==> config.mk <==
export PLATFORM = sky130hd
export DESIGN_NAME = move_gather_arbiter
export DESIGN_NICKNAME = d
export VERILOG_FILES = /design/src/rtl/chess_move_pkg.sv /design/src/rtl/move_fifo.sv /design/src/rtl/move_gather_arbiter.sv
export SDC_FILE = /design/constraint.sdc
export NUM_CORES = 1
export LEC_CHECK = 0
export ABC_AREA = 1
export BUFFER_PORTS_ARGS = -buffer_cell sky130_fd_sc_hd__buf_4
export CELL_PAD_IN_SITES_DETAIL_PLACEMENT = 0
export CELL_PAD_IN_SITES_GLOBAL_PLACEMENT = 2
export CORE_UTILIZATION = 38
export CTS_CLUSTER_DIAMETER = 60
export CTS_CLUSTER_SIZE = 8
export DETAILED_ROUTE_END_ITERATION = 7
export PLACE_DENSITY_LB_ADDON = 0.1
export SLEW_MARGIN = 25
export SYNTH_ARGS = -nofsm -noshare
export SYNTH_HDL_FRONTEND = slang
export SYNTH_HIERARCHICAL = 1
export SYNTH_SLANG_ARGS = --single-unit
==> constraint.sdc <==
create_clock -name clk -period 8.15 [get_ports clk]
set_clock_uncertainty 0.2 [all_clocks]
set_input_delay 0.815 -clock clk [delete_from_list [all_inputs] [get_ports clk]]
set_output_delay 0.815 -clock clk [all_outputs]
set_load 0.02 [all_outputs]
==> src/rtl/chess_move_pkg.sv <==
// Shared move-word layout, flag bit positions and gather state encoding.
// The end-of-list token is any move word whose INVALID flag bit is set.
package chess_move_pkg;

    localparam int MOVE_W = 19;
    localparam int FLAG_W = 7;
    localparam int SQ_W   = 6;

    localparam int FLAG_INVALID = 6;
    localparam int FLAG_PROMOTE = 5;
    localparam int FLAG_PAWN    = 4;
    localparam int FLAG_PAWN2   = 3;
    localparam int FLAG_EP      = 2;
    localparam int FLAG_CASTLE  = 1;
    localparam int FLAG_CAPTURE = 0;

    typedef enum logic [1:0] {
        ST_SELECT = 2'd0,
        ST_DRAIN  = 2'd1,
        ST_DONE   = 2'd2
    } gather_state_t;

    function automatic logic is_end(input logic [FLAG_W-1:0] flags);
        return flags[FLAG_INVALID];
    endfunction

endpackage

==> src/rtl/move_fifo.sv <==
// Synchronous show-ahead FIFO; full/empty come from registered occupancy,
// so a pop in the same cycle never frees room for a write.
module move_fifo #(
    parameter int WIDTH = 19,
    parameter int DEPTH = 16
) (
    input  logic             clk,
    input  logic             reset,
    input  logic             wr_en,
    input  logic [WIDTH-1:0] wr_data,
    input  logic             rd_en,
    output logic [WIDTH-1:0] rd_data,
    output logic             full,
    output logic             empty
);

    localparam int AW = $clog2(DEPTH);

    logic [WIDTH-1:0] mem [DEPTH];
    logic [AW-1:0]    wr_ptr;
    logic [AW-1:0]    rd_ptr;
    logic [AW:0]      count;
    logic             do_wr;
    logic             do_rd;

    assign full    = (count == (AW+1)'(DEPTH));
    assign empty   = (count == '0);
    assign do_wr   = wr_en && !full && !reset;
    assign do_rd   = rd_en && !empty;
    assign rd_data = mem[rd_ptr];

    always_ff @(posedge clk) begin
        if (reset) begin
            wr_ptr <= '0;
            rd_ptr <= '0;
            count  <= '0;
        end else begin
            if (do_wr) wr_ptr <= wr_ptr + 1'b1;
            if (do_rd) rd_ptr <= rd_ptr + 1'b1;
            case ({do_wr, do_rd})
                2'b10:   count <= count + 1'b1;
                2'b01:   count <= count - 1'b1;
                default: count <= count;
            endcase
        end
    end

    // Storage carries data only, so it is left out of reset.
    always_ff @(posedge clk) begin
        if (do_wr) mem[wr_ptr] <= wr_data;
    end

endmodule

==> src/rtl/move_gather_arbiter.sv <==
// Gathers per-square move lists into one ordered stream: one source at a time
// is drained up to its end token, then the next ready source is chosen.
module move_gather_arbiter
    import chess_move_pkg::*;
#(
    parameter int NUM_SRC    = 8,
    parameter int MOVE_W     = 19,
    parameter int FIFO_DEPTH = 16,
    parameter int RR_MODE    = 0,
    parameter int CNT_W      = 8
) (
    input  logic                      clk,
    input  logic                      reset,
    input  logic [NUM_SRC-1:0]        src_done,
    input  logic [NUM_SRC*MOVE_W-1:0] src_data,
    output logic [NUM_SRC-1:0]        src_rden,
    output logic [MOVE_W-1:0]         out_data,
    output logic                      out_valid,
    input  logic                      out_ready,
    output logic [CNT_W-1:0]          move_count,
    output logic                      done
);

    localparam int IDX_W = $clog2(NUM_SRC);

    gather_state_t      state;
    gather_state_t      state_next;
    logic [NUM_SRC-1:0] drained;
    logic [NUM_SRC-1:0] cand;
    logic [IDX_W-1:0]   ptr;
    logic [IDX_W-1:0]   last;
    logic [IDX_W-1:0]   sel_idx;
    logic               sel_found;
    int                 rr_idx;
    logic [MOVE_W-1:0]  head;
    logic               head_end;
    logic               pop;
    logic               wr_en;
    logic               fifo_full;
    logic               fifo_empty;
    logic [CNT_W-1:0]   count_r;
    logic               done_r;

    assign cand     = src_done & ~drained;
    assign head     = src_data[int'(ptr) * MOVE_W +: MOVE_W];
    assign head_end = is_end(head[MOVE_W-1 -: FLAG_W]);
    assign wr_en    = pop && !head_end;

    // Fixed priority lets the highest index overwrite; round-robin lets the
    // nearest index after the last served source overwrite.
    always_comb begin
        sel_idx   = '0;
        sel_found = 1'b0;
        rr_idx    = 0;
        if (RR_MODE == 0) begin
            for (int i = 0; i < NUM_SRC; i++) begin
                if (cand[i]) begin
                    sel_idx   = IDX_W'(i);
                    sel_found = 1'b1;
                end
            end
        end else begin
            for (int k = NUM_SRC; k >= 1; k--) begin
                rr_idx = int'(last) + k;
                if (rr_idx >= NUM_SRC) rr_idx = rr_idx - NUM_SRC;
                if (cand[rr_idx]) begin
                    sel_idx   = IDX_W'(rr_idx);
                    sel_found = 1'b1;
                end
            end
        end
    end

    always_ff @(posedge clk) begin
        if (reset) state <= ST_SELECT;
        else       state <= state_next;
    end

    always_comb begin
        state_next = state;
        pop        = 1'b0;
        src_rden   = '0;
        case (state)
            ST_SELECT: begin
                if (&drained)       state_next = ST_DONE;
                else if (sel_found) state_next = ST_DRAIN;
            end
            ST_DRAIN: begin
                if (!fifo_full && src_done[ptr]) begin
                    pop = 1'b1;
                    if (head_end) state_next = ST_SELECT;
                end
            end
            ST_DONE:  state_next = ST_DONE;
            default:  state_next = ST_SELECT;
        endcase
        // A word shown during reset must stay at the source.
        if (reset) pop = 1'b0;
        src_rden[ptr] = pop;
    end

    always_ff @(posedge clk) begin
        if (reset) begin
            drained <= '0;
            ptr     <= '0;
            last    <= IDX_W'(NUM_SRC - 1);
            count_r <= '0;
            done_r  <= 1'b0;
        end else begin
            if (state == ST_SELECT && sel_found) ptr <= sel_idx;
            if (pop && head_end) begin
                drained[ptr] <= 1'b1;
                last         <= ptr;
            end
            if (wr_en && count_r != '1) count_r <= count_r + 1'b1;
            done_r <= (state == ST_DONE) && fifo_empty;
        end
    end

    move_fifo #(
        .WIDTH (MOVE_W),
        .DEPTH (FIFO_DEPTH)
    ) u_buf (
        .clk     (clk),
        .reset   (reset),
        .wr_en   (wr_en),
        .wr_data (head),
        .rd_en   (out_ready && !fifo_empty),
        .rd_data (out_data),
        .full    (fifo_full),
        .empty   (fifo_empty)
    );

    assign out_valid  = !fifo_empty;
    assign move_count = count_r;
    assign done       = done_r;

endmodule

# --- Word level (Yosys, flattened, before mapping) ---
# Memory sizes are Yosys's and may differ from the RTL's. A register that Yosys moved wholly into a read port is not among the register bits.
# Cells that the tools add are included.
# Widths: inputs -> output; s select.
classes:
  eq_ne: 9
  order_cmp: 2
  bitwise_logic: 4
  n_reduce_logical: 20
  shifts: 1
  multipliers: 1
  add_sub_neg: 5
  n_mux: 32
ops:
  columns: ["cell", "n"]
  rows:
  - ["$shiftx 152x9->19", 1]
  - ["$mux 3", 6]
  - ["$and 8x8->8", 2]
  - ["$mux 1", 16]
  - ["$logic_and 1x1->1", 11]
  - ["$pmux 5 s2", 1]
  - ["$add 4x1->4 const B", 2]
  - ["$add 8x1->8 const B", 1]
  - ["$mul 3x5->8 const B", 1]
  - ["$mux 2", 4]
  - ["$mux 4", 2]
  - ["$ne 8x8->1 const B", 1]
  - ["$not 8->8", 1]
  - ["$or 8x8->8", 1]
  - ["$reduce_and 8->1", 1]
  - ["$pmux 2 s3", 1]
  - ["$add 5x1->5 const B", 1]
  - ["$eq 5x5->1 const B", 1]
  - ["$logic_not 5->1", 1]
  - ["$sub 5x1->5 const B", 1]
  - ["$eq 2x1->1 const B", 2]
  - ["$eq 2x2->1 const B", 2]
  - ["$logic_not 1->1", 4]
  - ["$lt 3x4->1 const B", 1]
  - ["other kinds (9)", 9]
word_totals:
  register_bits: 35
  out_inout_bits: 37
  mem_bits_rw: 304
  wordCells: 83
  memories: 1
  in_bits: 163
mem_list:
  columns: ["memory", "words", "width", "read_ports", "rd_clocked_by_memory_dff", "write_ports", "line_no", "source"]
  rows:
  - ["u_buf.mem", 16, 19, 1, 1, 1, "move_fifo.sv:19", "logic [WIDTH-1:0] mem [DEPTH];"]

# --- Longest topological paths before layout ---
# Gate-level depths: netlist of run 1.
depth:
  depth_word: 13
  ltp_mapped: 23
  mapped_depth_nobuf: 22

# --- Hierarchy ---
# Netlist of run 1, hierarchy kept.
by_module_without_submodules:
  columns: ["module", "area_per_inst_um2", "seq_area_each_um2", "instances", "cells_each"]
  rows:
  - ["move_fifo", 13296.5, 9469.1, 1, 1102]
  - ["move_gather_arbiter", 2172.1, 440.4, 1, 370]

# --- Worst setup path before layout of run 1 ---
# OpenSTA, ideal clock, no wires.
synth_timing:
  path_type: "input port to flip-flop"
  start: "in reset"
  end: "mem u_buf.mem[0][0] (enable)"
  cell_stages: 10
  setup_ps: 395
  required_time_ps: 7555
  t_arrival_ps: 2792
  path_slack_ps: 4763
  path_buffers: 1
  path_cell_list: "clkbuf_1 inv_1 nand2_1 inv_1 nand3_4 nor2_8 nand3_1 inv_1 nand2_1 nor2_1"
synth_between:
  elab_chain_len: 6
  elab_cells_between_ends: 7
  cone_classes: "mux (3); reduce/logical (4)"
synth_rtl:
  columns: ["item", "line_no", "source"]
  rows:
  - ["start: declaration", "move_gather_arbiter.sv:13", "input logic reset,"]
  - ["$mux 1", "move_gather_arbiter.sv:98", "if (reset) pop = 1'b0;"]
  - ["$logic_and 1x1->1", "move_gather_arbiter.sv:47", "assign wr_en = pop && !head_end;"]
  - ["via wr_en", "move_gather_arbiter.sv:38", "logic wr_en;"]
  - ["$logic_and 1x1->1 (2 in a row)", "move_fifo.sv:28", "assign do_wr = wr_en && !full && !reset;"]
  - ["$mux 1", "move_fifo.sv:50", "if (do_wr) mem[wr_ptr] <= wr_data;"]
  - ["$mux 1 (implied by the code)", "move_fifo.sv:50", null]
  - ["end: declaration", "move_fifo.sv:19", null]
# The timed path passes the listed nets, and every way through them passes these cells.

==> results.cfg, run 1 <==
[yosys]
syn_nets = 1645
dominant_combinational_cell_family_by_area_after_synthesis = simple AND/OR/NAND/NOR gates
syn_inst = 1472
synth-warning-count = 6
netlist_top_cells_count = sky130_fd_sc_hd__edfxtp_1, sky130_fd_sc_hd__nand2_1, sky130_fd_sc_hd__inv_1
synth_top_cells_by_area = sky130_fd_sc_hd__edfxtp_1, sky130_fd_sc_hd__nand2_1, sky130_fd_sc_hd__inv_1
yosys_register_bits = 343
post_synth_and_or_nand_nor_area_fraction = 0.133
synth-adder-area-share = 0.00809
synth_cell_type_count = 37
yosys-mux-area-fraction = 0
synth-edff-count = 304
yosys.area.top_type_share = 0.590
synth_seq_area_share = 0.641
mappedNetlistArea_um2 = 15500
asyncSetResetFlopFracSynth = 0
netlist.top_cell.by_area = sky130_fd_sc_hd__edfxtp_1
post_synth.cell_area_avg_um2 = 10.5
most_numerous_cell_in_the_yosys_netlist = sky130_fd_sc_hd__edfxtp_1
synth_compound_gate_area_share = 0.128
ys_dominant_reg_cell = sky130_fd_sc_hd__edfxtp_1
synthXorXnorAreaFrac = 0.00623

[clocking]
cts_hold_repair.buffers = 0
tritoncts = done
clkSlewWorstSetupHoldPaths_ns = 0.05
clock_tree.htree_level_count = 2
ctsResizeCount = 0
clock-sinks = 343
cts.path.max_buffers = 3
number_of_buffers_inserted_by_post_cts_setup_repair = 0
clock_latency_ns = 0.55
tritoncts.num_buffers = 49
ctsRootBufferMaster = sky130_fd_sc_hd__clkbuf_16

[global_route]
grt_pass1_wl_um = 68200
first_global_vias = 10832
global_route.usage.total = 0.221
antenna_found_initial = 0
grt_max_degree = 233
globalRouteOverflowTotal = 0

[routing]
vias = 11320
remaining_drc_errors = 0
detail_route.first_pass.iterations = 5
routed_wl_um = 46200
detail_route.wl_per_cell_um = 21.0
drt_first_iter_violations = 808
route.detailed.vias_per_inst = 5.14
number_of_nets_with_antenna_violations_after_detailed_routing = 0

[critical_path]
critical_path.max_fanout = 232
r2r_start = ptr[0]
start_kind = flop
worstReg2RegEnd = u_buf/mem[10][14]
reg2regPathDepth = 13
setup.worst_path.end_class = output port
worst-r2r-setup-slack_ns = 4.12
worst-endpoint-arrival_ns = 3.20
cp.required_ns = 7.13
worstSetupPathType = flop to output port

[final_layout]
diodes = 0
area_growth_syn_to_layout_pct = 21.3
total_number_of_nets_in_the_final_design = 1832
finalCoreUtilization = 0.470
fillerInstances = 3737
seq_area_um2 = 9920
multi_input_comb_area_um2 = 4350
layout-drive-gt1-share = 0.176
layoutNonFillerInstCount = 2202

[timing]
unrepaired_setup_endpoints_after_global_routing = false
finalMaxSlewViolations = 0
post-route-min-period_ns = 4.21
slew_headroom = 0.316
setup_tns_ns = 0
worst_pin_slew_ns = 1.03
finalSetupViolations = 0
finalHoldViolCount = 0
fmax_mhz = 237
worst_slack_ns = 3.94
timing.final.crit_share = 0.517

[power_and_ir_drop]
worst_ir_drop_on_vdd_uv = 283
cellLeakagePower_nw = 7.18
p_per_area_nw_per_um2 = 283

[floorplan]
chipHeight_um = 204
rows = 73
design.die.area_um2 = 41500
start_util = 0.388
chipWidth_um = 204
pin_count = 200
core_region_area_um2 = 39900

[place]
place.port_buffers = 199
placed_cells_incl_taps = 2133
place_hpwl_um = 30600
gpl.final_weighted_congestion = 0.853
dpl_worst_slack_ns = 4.01

[run]
max_cap_violation_count = 0

[min_path]
hold_class = flop to flop
min-delay-start = u_buf/rd_ptr[2]
number_of_cells_on_the_worst_hold_path = 2

[outcome]
status = completed
## cell families after synthesis
kind of cell    Yosys count
simple gates            475
xor+xnor                 11
buf+inv                 308
compound gates          325
fa+ha+maj                10
flops                   343
## worst max-delay path: stages (launching register included)
cell	delay, ns
sky130_fd_sc_hd__dfxtp_4	0.80
sky130_fd_sc_hd__buf_12	0.64
sky130_fd_sc_hd__o21ai_0	0.40
sky130_fd_sc_hd__nand3_1	0.15
sky130_fd_sc_hd__nand3_1	0.09
sky130_fd_sc_hd__nand2_1	0.22
sky130_fd_sc_hd__buf_4	0.19
## worst max path at each step
| stage | from | endpoint | slack, ns | depth (start not counted) |
|---|---|---|---|---|
| global placement | src_data[151] | u_buf/mem[13][16] | 4.06 | 12 |
| detailed placement | src_data[75] | u_buf/mem[10][13] | 4.01 | 13 |
| floorplan | reset | u_buf/mem[0][0] | 4.76 | 10 |
| global route | flop | out_data[5] | 3.72 | 7 |
| finish | flop | out_data[7] | 3.94 | 6 |
| CTS | flop | out_data[5] | 3.89 | 6 |
## routing by layer
metal  GRT usage  wire (µm)  up-vias
li1            -          -     5507
met1       0.307      20700     5499
met2       0.362      22700      250
met3      0.0289       1880       64
met4      0.0583        908        0
met5           0          0        -
## metrics by stage
stage	cell area (µm²)	total power, mW	hold slack, ns
3_5_place_dp	17400	3.57	0.287
2_1_floorplan	15500	3.05	0.241
3_3_place_gp	17300	3.55	0.281
6_report	18800	5.32	0.300
4_1_cts	18800	5.39	0.297
5_1_grt	18800	5.60	0.325
## cells in the final DEF, fill, tap and decap left out, types with 2 or more instances in the layout
cell                        count
sky130_fd_sc_hd__nor2_2         8
sky130_fd_sc_hd__dfxtp_1       36
sky130_fd_sc_hd__inv_2          5
sky130_fd_sc_hd__xnor2_1        5
sky130_fd_sc_hd__inv_1        225
sky130_fd_sc_hd__clkinv_1       3
sky130_fd_sc_hd__clkbuf_1      16
sky130_fd_sc_hd__ha_1          10
sky130_fd_sc_hd__nand3_1      143
sky130_fd_sc_hd__a31oi_1        2
sky130_fd_sc_hd__edfxtp_1     304
sky130_fd_sc_hd__nor2_4        10
sky130_fd_sc_hd__nand4_1       14
sky130_fd_sc_hd__a22oi_1       17
sky130_fd_sc_hd__a21oi_1      105
sky130_fd_sc_hd__buf_12         2
sky130_fd_sc_hd__nor3_1         4
sky130_fd_sc_hd__xor2_1         6
sky130_fd_sc_hd__nand2_1      259
sky130_fd_sc_hd__clkbuf_16     50
sky130_fd_sc_hd__o21ai_1       10
sky130_fd_sc_hd__a211oi_1       2
sky130_fd_sc_hd__o211ai_1      76
sky130_fd_sc_hd__o21ai_0       80
sky130_fd_sc_hd__dfxtp_4        2
sky130_fd_sc_hd__buf_4        208
sky130_fd_sc_hd__o2bb2ai_1      5
sky130_fd_sc_hd__a221oi_1      22
sky130_fd_sc_hd__nor4_1         2
sky130_fd_sc_hd__o22ai_1        5
sky130_fd_sc_hd__nor2_1        29
## where the power goes
| part | switching (mW) | internal [mW] | total [mW] |
|---|---|---|---|
| Combinational | 0.954 | 0.452 | 1.41 |
| Sequential | 0.0645 | 2.05 | 2.11 |
| Clock | 0.701 | 1.10 | 1.80 |
| Total | 1.72 | 3.60 | 5.32 |
## registers in the layout, summed over array words and instances (netlist names), 2 cells and up, named ones only
signal,count
u_buf/mem,304
drained,8
move_count,8
u_buf/count,5
u_buf/rd_ptr,4
u_buf/wr_ptr,4
ptr,3
state,2
## layout make-up
| type | instances | share of cell area |
|---|---|---|
| multi-input combinational | 821 | 0.232 |
| inverter | 233 | 0.0466 |
| clock inverter | 3 | 0.00160 |
| sequential | 343 | 0.528 |
| clock buffer | 66 | 0.0699 |
| timing repair buffer | 211 | 0.0868 |
| tap | 525 | 0.0350 |
(Power assumes the default switching activity.)
==> run 2, diff against run 1 <==
- CORE_UTILIZATION: 38 -> 34
- clock period: 8.15 -> 3.4 ns (I/O delays scaled with it)
==> results.cfg, run 2 (synthesis results as in run 1) <==
[critical_path]
timing.critical_path.cells = buf_12, buf_4, a21oi_1, o21ai_0, nand3_1, nand3_1, nand2_1, buf_4
cp_slowest_cell = sky130_fd_sc_hd__dfxtp_4
worst-r2r-setup-slack_ns = 0.40
timing.critical_path.slowest_cell_delay_ns = 0.70
start_kind = flop
worstReg2RegEnd = u_buf/count[4]
cp.required_ns = 2.86
critical_path.max_fanout = 62
worst-endpoint-arrival_ns = 2.48
reg2regPathDepth = 21
setup.worst_path.end_class = output port
r2r_start = ptr[1]
worstSetupPathType = flop to output port

[power_and_ir_drop]
cellLeakagePower_nw = 7.45
power_report.internal_total_mw = 8.72
power_frac_clock = 0.332
seq_power_share = 0.392
worst_ir_drop_on_vdd_uv = 388
comb_power_share = 0.276
p_per_area_nw_per_um2 = 670
power_switching_share = 0.324
p_sw_mw = 4.17

[routing]
number_of_nets_with_antenna_violations_after_detailed_routing = 0
route.detailed.vias_per_inst = 4.95
routed_wl_um = 47200
drt_first_iter_violations = 630
remaining_drc_errors = 0
detail_route.wl_per_cell_um = 20.3
vias = 11494
detail_route.first_pass.iterations = 5

[final_layout]
flip_flop_count_of_the_largest_register_after_layout = 304
registers.top_by_ff_count = u_buf/mem
layout-drive-gt1-share = 0.200
total_number_of_nets_in_the_final_design = 1884
layout.cells.most_common = sky130_fd_sc_hd__edfxtp_1
finish.instance_area_um2 = 19200
area_growth_syn_to_layout_pct = 24.4
final_cell_mix = sky130_fd_sc_hd__edfxtp_1, sky130_fd_sc_hd__nand2_1, sky130_fd_sc_hd__buf_4, sky130_fd_sc_hd__inv_1, sky130_fd_sc_hd__nand3_1
fillerInstances = 4305

[floorplan]
design.die.area_um2 = 46400
chipWidth_um = 215
core_region_area_um2 = 44500
chipHeight_um = 215
pin_count = 200
start_util = 0.348
rows = 77

[clocking]
number_of_buffers_inserted_by_post_cts_setup_repair = 0
tritoncts = done
ctsRootBufferMaster = sky130_fd_sc_hd__clkbuf_16
clock_latency_ns = 0.57
cts.path.max_buffers = 3
clock_tree.htree_level_count = 2
clkSlewWorstSetupHoldPaths_ns = 0.05
tritoncts.num_buffers = 48
clock-sinks = 343

[timing]
post-route-min-period_ns = 3.02
slew_headroom = 0.447
finalHoldViolCount = 0
worst_pin_slew_ns = 0.828
finalMaxSlewViolations = 0
setup_tns_ns = 0
timing.final.crit_share = 0.889
fmax_mhz = 331
unrepaired_setup_endpoints_after_global_routing = false
finalSetupViolations = 0

[min_path]
worst_hold_path.endpoint = u_buf/rd_ptr[0]
number_of_cells_on_the_worst_hold_path = 5
hold_class = primary input to flop
min-delay-start = out_ready

[place]
place.port_buffers = 199
place_hpwl_um = 32300
placed_area_um2 = 17900
gpl.final_weighted_congestion = 0.859

[global_route]
grt_pass1_wl_um = 69300
global_route.usage.total = 0.201
first_global_vias = 10974
antenna_found_initial = 1
globalRouteOverflowTotal = 0
grt_max_degree = 94

[run]
max_cap_violation_count = 0

[outcome]
status = completed
[run 2: how the worst max path moves through the flow]
stage                     startpoint               to  slack, ns  depth (start not counted)
after floorplan               ptr[0]  u_buf/mem[0][0]       0.42                         13
after global placement        ptr[2]   u_buf/count[4]       0.31                         21
after detailed placement      ptr[2]   u_buf/count[4]       0.32                         21
after CTS                       flop      out_data[9]       0.29                          8
after global routing          ptr[1]   u_buf/count[4]       0.03                         21
final                           flop      out_data[9]       0.38                          8
[run 2: final cells by class]
type                    instances  area (µm²)  share of cell area
flip-flops and latches        343        9920               0.516
multi-input cells             821        4300               0.224
repair buffers                264        2060               0.107
clock buffers                  65        1290              0.0669
inverters                     233         875              0.0455
well taps                     592         741              0.0385
clock inverters                 2        46.3             0.00241
diodes                          2        5.00            0.000260
[run 2: per-stage QoR]
step	std cells	hold WS, ns	setup WS (ns)	total power [mW]	utilization
floorplan	1472	0.241	0.420	7.31	-
global placement	2250	0.271	0.309	8.72	0.401
detailed placement	2250	0.275	0.325	8.73	0.401
CTS	2320	0.0687	0.290	13.1	0.432
global route	2320	0.116	0.0320	13.6	0.432
finish	2322	0.0983	0.376	12.9	0.432
[run 2: routing by layer]
layer  share of wire  wire, µm  track usage
met1            0.45     21200        0.275
met2            0.49     23000        0.333
met3           0.041      1930       0.0265
met4           0.021      1000       0.0603
met5               0         0            0
[run 2: worst max-delay path: cells and delay by family (launching register included)]
kind                   cells  cell delay (ns)
flip-flops                 1             0.70
AO/OA/AOI/OAI              2             0.13
buffers and inverters      3             0.76
AND/OR/NAND/NOR            3             0.29
[run 2: power by group through the flow]
stage / logic [mW] / registers [mW] / clock network (mW)
after floorplan: 2.30 / 5.01 / 0
after global placement: 3.59 / 5.14 / 0
after detailed placement: 3.59 / 5.14 / 0
after CTS: 3.61 / 5.06 / 4.40
after global routing: 3.94 / 5.07 / 4.58
final: 3.55 / 5.06 / 4.28
[run 2: what timing repair did]
action / in CTS / in global routing
endpoints found under the hold margin: 4 / 0
resized for setup: 0 / 2
hold buffers: 3 / 0
setup endpoints to repair: 0 / 2
==> run 3, diff against run 2 <==
- CORE_UTILIZATION: 34 -> 35
- CTS_BUF_LIST: default -> sky130_fd_sc_hd__clkbuf_4
==> results.cfg, run 3 (synthesis results as in run 1) <==
[clocking]
clock_latency_ns = 0.75
clock_tree.htree_level_count = 2
clkSlewWorstSetupHoldPaths_ns = 0.11
clock-sinks = 343
cts.path.max_buffers = 3
tritoncts = done
tritoncts.num_buffers = 48
ctsRootBufferMaster = sky130_fd_sc_hd__clkbuf_4

[critical_path]
crit_path_start = ptr[0]
setup.worst_path.end_class = flop
start_kind = flop
reg2regPathDepth = 9
worstSetupPathType = flop to flop
cp_slowest_cell = sky130_fd_sc_hd__dlygate4sd3_1
critical_path.max_fanout = 16
timing.critical_path.cells = buf_4, nand2_1, buf_4, clkinvlp_4, a221oi_1, dlygate4sd3_1, nand2_1, dlygate4sd3_1, buf_4
cp_common_cell = sky130_fd_sc_hd__buf_4
worst-endpoint-arrival_ns = 3.59
worstReg2RegEnd = u_buf/mem[11][11]
worst-r2r-setup-slack_ns = 0.11
r2r_start = ptr[0]
cp.required_ns = 3.69
timing.critical_path.slowest_cell_delay_ns = 0.60

[final_layout]
final_cell_mix = sky130_fd_sc_hd__edfxtp_1, sky130_fd_sc_hd__buf_4, sky130_fd_sc_hd__nand2_1, sky130_fd_sc_hd__inv_1, sky130_fd_sc_hd__nand3_1
seq_area_um2 = 9920
multi_input_comb_area_um2 = 4310
layout.cells.most_common = sky130_fd_sc_hd__edfxtp_1
layoutNonFillerInstCount = 2373
finalCoreUtilization = 0.439
area_growth_syn_to_layout_pct = 23.0
total_number_of_nets_in_the_final_design = 1943
fillerInstances = 4209
flip_flop_count_of_the_largest_register_after_layout = 304
layout-drive-gt1-share = 0.210
registers.top_by_ff_count = u_buf/mem

[place]
placed_cells_incl_taps = 2242
place_hpwl_um = 31200
dpl_worst_slack_ns = 0.274
place.port_buffers = 199
gpl.final_weighted_congestion = 0.852

[global_route]
grt_use_met3 = 0.0294
grtUsageMet2 = 0.357
antenna_found_initial = 1
grt_use_met1 = 0.286
grt_max_degree = 84
global_route.usage.total = 0.212
grt-busiest-layer = met2
grt_pass1_wl_um = 70400
globalRouteOverflowTotal = 0
first_global_vias = 11316

[floorplan]
chipWidth_um = 212
pin_count = 200
chipHeight_um = 212
core_region_area_um2 = 43400
design.die.area_um2 = 45000
start_util = 0.357
rows = 76

[timing]
setup_tns_ns = 0
finalSetupViolations = 0
worst_pin_slew_ns = 0.838
post-route-min-period_ns = 3.29
finalHoldViolCount = 0
finalMaxSlewViolations = 0
fmax_mhz = 304
worst_slack_ns = 0.105
timing.final.crit_share = 0.969
worst_hold_slack_ns = 0.0528
slew_headroom = 0.438

[min_path]
hold_class = primary input to flop
number_of_cells_on_the_worst_hold_path = 4
min-delay-start = src_data[143]
worst_hold_path.endpoint = u_buf/mem[5][10]

[routing]
vias = 11804
remaining_drc_errors = 0
route.detailed.vias_per_inst = 4.97
drt_first_iter_violations = 786
routed_wl_um = 47900
number_of_nets_with_antenna_violations_after_detailed_routing = 0
detail_route.wl_per_cell_um = 20.2
detail_route.first_pass.iterations = 5

[outcome]
status = completed

[power_and_ir_drop]
cellLeakagePower_nw = 7.37
seq_power_share = 0.450
power_frac_clock = 0.212
p_sw_mw = 3.93
power_switching_share = 0.356
power_report.internal_total_mw = 7.11
worst_ir_drop_on_vdd_uv = 449
comb_power_share = 0.338
p_per_area_nw_per_um2 = 581

[run]
max_cap_violation_count = 0
run 3: cell types whose count changed in the layout (fill, tap and decap cells not counted), moves of 2 or more:
cell,before,now
sky130_fd_sc_hd__buf_4,255,262
sky130_fd_sc_hd__dlygate4sd3_1,3,52
sky130_fd_sc_hd__clkbuf_4,0,64
sky130_fd_sc_hd__clkinvlp_4,0,3
sky130_fd_sc_hd__dfxtp_2,2,4
sky130_fd_sc_hd__clkbuf_16,49,0
sky130_fd_sc_hd__clkbuf_1,16,0
sky130_fd_sc_hd__dfxtp_1,35,33
sky130_fd_sc_hd__inv_1,225,223
run 3: how the worst max path moves through the flow:
stage | endpoint | depth (start not counted) | slack, ns
CTS | u_buf/mem[8][0] | 10 | 0.04
global route | u_buf/count[4] | 21 | -0.004
floorplan | u_buf/mem[0][0] | 13 | 0.42
finish | u_buf/mem[11][11] | 9 | 0.11
global placement | u_buf/count[4] | 21 | 0.26
detailed placement | u_buf/count[4] | 21 | 0.27
run 3: final cells by class:
type / instances / share of cell area
sequential: 343 / 0.522
inverter: 233 / 0.0464
clock inverter: 3 / 0.00217
antenna: 1 / 0.000132
multi-input combinational: 821 / 0.226
clock buffer: 64 / 0.0253
timing repair buffer: 323 / 0.140
tap: 585 / 0.0385
run 3: through the flow:
step	total power, mW	instance area, µm²
6_report	11.0	19000
5_1_grt	11.7	19000
4_1_cts	11.1	18900
3_5_place_dp	8.69	17900
3_3_place_gp	8.70	17900
2_1_floorplan	7.31	15500
run 3: metal layers:
layer / routed length [µm] / vias to the layer above / share of wire
li1: - / 5726 / -
met1: 21200 / 5767 / 0.44
met2: 24000 / 245 / 0.50
met3: 1880 / 66 / 0.039
met4: 830 / 0 / 0.017
met5: 0 / - / 0
run 3: repair_timing:
action	in CTS	in global routing
hold buffers	52	0
hold endpoints to repair	260	0
buffers inserted	0	11
resized for setup	0	8
endpoints found under the setup margin	0	38
run 3: power by group through the flow:
stage               combinational (mW)  clock, mW  sequential, mW
floorplan                         2.30          0            5.01
global placement                  3.62          0            5.08
detailed placement                3.61          0            5.08
CTS                               3.72       2.44            4.98
global route                      4.15       2.59            4.99
finish                            3.73       2.34            4.97
run 3: worst max-delay path: cells and delay by family (launching register included):
kind	cells	cell delay, ns
and+or+nand+nor	2	0.13
AOI/OAI and AO/OA	1	0.35
buffers and inverters	6	1.99
DFF	1	0.35
